[src/rtl/btb_update_ctrl.sv]
// btb_update_ctrl: arbitrates branch/jump resolutions into a FIFO feeding the BTB write port and sequences BTB flushes.
module btb_update_ctrl #(
  parameter int XLEN   = 32,
  parameter int QDEPTH = 4
) (
  input  logic                      clk_i,
  input  logic                      rst_i,
  input  logic                      req0_valid_i,
  output logic                      req0_ready_o,
  input  logic                      req0_del_i,
  input  logic [XLEN-1:0]           req0_pc_i,
  input  logic [XLEN-1:0]           req0_target_i,
  input  logic                      req1_valid_i,
  output logic                      req1_ready_o,
  input  logic                      req1_del_i,
  input  logic [XLEN-1:0]           req1_pc_i,
  input  logic [XLEN-1:0]           req1_target_i,
  input  logic                      flush_req_i,
  output logic                      flush_ack_o,
  output logic                      btb_valid_o,
  output logic                      btb_del_entry_o,
  output logic [XLEN-1:0]           btb_res_pc_o,
  output logic [XLEN-1:0]           btb_res_target_o,
  output logic                      btb_flush_o,
  output logic [$clog2(QDEPTH):0]   pending_o
);
  localparam int AW = $clog2(QDEPTH);
  typedef enum logic [1:0] {IDLE, FLUSH, ACK} state_t;
  state_t state, state_nx;
  logic [AW-1:0] wptr, rptr;
  logic [AW:0] count;
  logic rr;
  logic q_del [QDEPTH];
  logic [XLEN-1:0] q_pc [QDEPTH];
  logic [XLEN-1:0] q_tgt [QDEPTH];
  logic idle, can, pop, both;
  logic in_del;
  logic [XLEN-1:0] in_pc, in_tgt;
  always_comb begin
    state_nx = state == IDLE ? (flush_req_i ? FLUSH : IDLE) : state == FLUSH ? ACK : IDLE;
    idle = state == IDLE;
    can = idle & ~flush_req_i & (count != (AW+1)'(QDEPTH));
    pop = idle & ~flush_req_i & (count != '0);
    both = req0_valid_i & req1_valid_i;
    // rr=0 favours req0 on contention, rr=1 favours req1
    req0_ready_o = can & req0_valid_i & (~req1_valid_i | ~rr);
    req1_ready_o = can & req1_valid_i & (~req0_valid_i | rr);
    in_del = req1_ready_o ? req1_del_i : req0_del_i;
    in_pc = req1_ready_o ? req1_pc_i : req0_pc_i;
    in_tgt = req1_ready_o ? req1_target_i : req0_target_i;
    btb_valid_o = pop;
    btb_del_entry_o = pop & q_del[rptr];
    btb_res_pc_o = pop ? q_pc[rptr] : '0;
    btb_res_target_o = pop ? q_tgt[rptr] : '0;
    btb_flush_o = state == FLUSH;
    flush_ack_o = state == ACK;
    pending_o = count;
  end
  always_ff @(posedge clk_i) begin
    if (rst_i) begin
      state <= IDLE;
      count <= '0;
      wptr <= '0;
      rptr <= '0;
      rr <= 1'b0;
    end else begin
      state <= state_nx;
      if (idle & flush_req_i) begin
        count <= '0;
        wptr <= '0;
        rptr <= '0;
      end else begin
        if (req0_ready_o | req1_ready_o) wptr <= wptr + 1'b1;
        if (pop) rptr <= rptr + 1'b1;
        count <= count + (AW+1)'(req0_ready_o | req1_ready_o) - (AW+1)'(pop);
      end
      if (can & both) rr <= ~rr;
    end
  end
  always_ff @(posedge clk_i) begin
    if (req0_ready_o | req1_ready_o) begin
      q_del[wptr] <= in_del;
      q_pc[wptr] <= in_pc;
      q_tgt[wptr] <= in_tgt;
    end
  end
endmodule

[config.mk]
export PLATFORM = sky130hd
export DESIGN_NAME = btb_update_ctrl
export DESIGN_NICKNAME = d
export VERILOG_FILES = /design/src/rtl/btb_update_ctrl.sv
export SDC_FILE = /design/constraint.sdc
export NUM_CORES = 1
export LEC_CHECK = 0
export BUFFER_PORTS_ARGS = -buffer_cell sky130_fd_sc_hd__clkbuf_2
export CAP_MARGIN = 5
export CORE_ASPECT_RATIO = 1.75
export CORE_MARGIN = 2
export CORE_UTILIZATION = 47
export CTS_BUF_LIST = sky130_fd_sc_hd__clkbuf_8
export CTS_CLUSTER_DIAMETER = 200
export CTS_CLUSTER_SIZE = 20
export DETAILED_ROUTE_END_ITERATION = 10
export PLACE_DENSITY_LB_ADDON = 0.2
export SLEW_MARGIN = 15
export SYNTH_ARGS = -nofsm -noshare
export SYNTH_HDL_FRONTEND = slang
export SYNTH_SLANG_ARGS = --single-unit
[constraint.sdc]
create_clock -name clk_i -period 4.8 [get_ports clk_i]
set_input_delay 0.48 -clock clk_i [delete_from_list [all_inputs] [get_ports clk_i]]
set_output_delay 0.48 -clock clk_i [all_outputs]
set_load 0.01 [all_outputs]
==> results.py <==
metrics = {
    "die": {
        "die_h_um": 209.5,
        "num_rows": 75,
        "core_area_um2": 23840,
        "die_area_um2": 25450,
        "ioPinCount": 208,
        "initial_core_util_pct": 47.60,
        "fp.dieW_um": 121.5,
    },
    "placed_design": {
        "hpwl_um": 13790,
        "dpl_cell_area_um2": 12670,
        "port_buffers": 207,
        "dp.cells": 1045,
        "gp_congestion": 0.7532,
    },
    "worst_setup_path": {
        "timing.critical_path.buf_inv": 3,
        "crit_family": "simple AND/OR/NAND/NOR gates",
        "worstPathMaxFanout": 35,
        "r2r-end": "pending_o[2]",
        "critPathArrivalTime_ns": 3.09,
        "cp.required_ns": 4.32,
        "cp-end-kind": "output pin",
        "r2r_cells": 11,
        "r2r-start": "state[0]",
        "regToRegSetupSlack_ns": 1.69,
        "max_stage_delay_ns": 0.68,
        "cp.depth": 5,
        "startpoint_type": "flop",
        "path_class": "flop to output pin",
        "crit_chain": "nor3b_1 > or4_4 > buf_4 > inv_1 > clkbuf_2",
        "critPathSlowestCell": "buf_4",
    },
    "routing": {
        "wl_per_cell_um": 20.80,
        "drcViolationCount": 0,
        "num_vias": 5725,
        "drtIter0Drc": 468,
        "drtAntennaViolNets": 0,
        "wirelength_um": 22360,
        "viasPerCell": 5.326,
        "detail_route.first_pass.iterations": 4,
    },
    "synth": {
        "synth_cell_types": 29,
        "yosysWarnings": 0,
        "netlist_top_cells_area": "edfxtp_1 69%, mux4_2 13%, mux2_4 5.2%, and2_1 3.9%, mux2_2 2.6%",
        "ys_seq_area_share_pct": 70.93,
        "synth_area_per_cell_um2": 20.44,
        "syn_nets": 697,
        "synthesis.instances": 555,
        "synth_area_leader_cell": "edfxtp_1",
        "yosys.area.top_type_share_pct": 68.81,
        "ys_seq_elements": 272,
        "synth_area_um2": 11350,
    },
    "power": {
        "p_int_mw": 3.278,
        "power_leakage_nw": 4.739,
        "power.density_nw_per_um2": 326.7,
        "p_seq_share_pct": 64.4,
        "max-vdd-ir-drop_mv": 0.1641,
        "pwr-share-comb_pct": 11.7,
        "switching_share_pct": 22.53,
        "switching_power_mw": 0.9533,
        "clock_power_share_pct": 23.9,
    },
    "hold_path": {
        "hold_depth": 2,
        "holdCritPathClass": "input pin to flop",
        "min_from": "rst_i",
        "hold_end": "rr",
    },
    "run_status": {
        "status": "finished clean",
    },
    "global_route": {
        "antenna_found_initial": 1,
        "grt.overflow.total": 0,
        "grtUsageTotal_pct": 17.78,
        "met3_usage_pct": 2.364,
        "grt_pass1_vias": 6298,
        "met1_usage_pct": 20.95,
        "grt_pass1_wl_um": 34270,
        "grt.met2_usage_pct": 33.28,
        "busiest_layer": "met2",
        "grt_max_degree": 67,
    },
    "final_layout": {
        "final_cells": 1075,
        "drive_gt1_share_pct": 48.04,
        "syn_to_final_growth_pct": 14.17,
        "fin_area_um2": 12950,
        "layout_commonest_cell": "edfxtp_1",
        "final_cell_mix": "260 x edfxtp_1, 207 x clkbuf_2, 66 x and2_1",
        "post-route-util_pct": 54.35,
        "num-nets-final": 898,
    },
    "clock_network": {
        "cts_setup_buffers": 0,
        "cts_root_buffer": "clkbuf_8",
        "clk_latency_ns": 0.52,
        "cts_resized": 0,
        "clkSlewWorstSetupHoldPaths_ns": 0.12,
        "postCtsHoldBufs": 0,
        "clock-sinks": 272,
        "clk_path_buf_depth": 3,
        "numCtsBuffers": 17,
        "h-tree-depth": 1,
        "cts_tree": "done",
    },
    "flow_run": {
        "cap_viol_max_count": 0,
    },
    "timing": {
        "maxSlewViolCount": 0,
        "setup_viol": 0,
        "rsz0062_at_grt": "false",
        "period_needed_ns": 3.567,
        "skew_ns": 0.01718,
        "slew_headroom_pct": 30.27,
        "fin_crit_sh_pct": 74.30,
        "max_clock_freq_mhz": 280.4,
        "tightest_slew_ns": 1.046,
        "setup_tns_ns": 0,
        "hold_viol": 0,
    },
}
-- flip-flops by register name, summed over array words and instances (netlist names), named ones only --
name and cells:
q_del 4, q_pc 128, rptr 2, pending_o 3
q_tgt 128, rr 1, wptr 2, state 2
-- worst max-delay path by stage --
stage	start	endpoint	slack, ns
2_1_floorplan	flush_req_i	q_del[0]	1.29
3_3_place_gp	flush_req_i	pending_o[2]	1.60
3_5_place_dp	flush_req_i	pending_o[2]	1.41
4_1_cts	pending_o[2]	req1_ready_o	1.21
5_1_grt	pending_o[2]	req1_ready_o	0.96
6_report	pending_o[2]	req1_ready_o	1.23
-- power by group through the flow --
| stage | combinational (mW) | sequential, mW | clock (mW) |
|---|---|---|---|
| 2_1_floorplan | 0.322 | 2.77 | 0 |
| 6_report | 0.495 | 2.73 | 1.01 |
| 4_1_cts | 0.508 | 2.73 | 1.04 |
| 5_1_grt | 0.541 | 2.74 | 1.12 |
| 3_3_place_gp | 0.490 | 2.78 | 0 |
| 3_5_place_dp | 0.506 | 2.78 | 0 |
-- cells by family (layout without fill, tap and decap cells) --
group	after synthesis	in the layout	synth area share [%]
flip-flops	272	272	70.93
multiplexers	131	131	20.73
AND/OR/NAND/NOR	95	95	5.183
buffers and inverters	39	250	1.698
AO/OA/AOI/OAI	10	10	0.5403
adder cells (fa/ha/maj)	7	7	0.8381
XOR/XNOR	1	1	0.07721
other	0	1	0
-- synthesized netlist by cell type --
library cell,n
edfxtp_1,260
and2_1,70
mux4_2,65
mux2_4,39
mux2_2,26
clkbuf_1,17
dfxtp_1,12
inv_1,10
buf_2,7
ha_1,6
nor2_1,6
a21oi_1,5
buf_6,5
nor2b_1,4
nor3_1,3
o31ai_1,3
or4_1,3
nand3b_1,2
or3_1,2
a2111oi_0,1
fa_1,1
mux2i_1,1
nand2_1,1
nand2b_1,1
nor3b_1,1
o21ai_0,1
or3b_2,1
or4_4,1
xor2_1,1
-- per-layer routing --
metal,share of wire [%],wire length [µm],vias up
met1,36,7960,2914
met3,5.4,1203,33
met2,56,12610,177
li1,-,-,2601
met5,0,0,-
met4,2.6,582,0
-- metrics by stage --
| step | power, mW | worst slack [ns] | hold WS, ns |
|---|---|---|---|
| 2_1_floorplan | 3.089 | 1.291 | 0.4529 |
| 3_3_place_gp | 3.267 | 1.601 | 0.4685 |
| 3_5_place_dp | 3.289 | 1.412 | 0.4628 |
| 4_1_cts | 4.278 | 1.206 | 0.1721 |
| 5_1_grt | 4.396 | 0.9593 | 0.1997 |
| 6_report | 4.231 | 1.233 | 0.2072 |
-- worst reg2reg max path, stage by stage, from the launching register on --
cell and delay (ns):
dfxtp_1 0.35, or3_1 0.53, nor3_1 0.67, inv_1 0.10
ha_1 0.30, inv_1 0.06, ha_1 0.13, inv_1 0.05
fa_1 0.40, xor2_1 0.17, and2_1 0.16, nor3_1 0.12
-- final cells by class --
class / instances / area, µm²
flip-flops and latches: 272 / 8055
multi-input cells: 244 / 3123
inverters: 10 / 37.54
fillers: 1928 / 10880
repair buffers: 211 / 1066
well taps: 308 / 385.4
clock buffers: 17 / 234.0
clock inverters: 12 / 50.05
diodes: 1 / 2.502
Power figures use the tool's default switching activity.
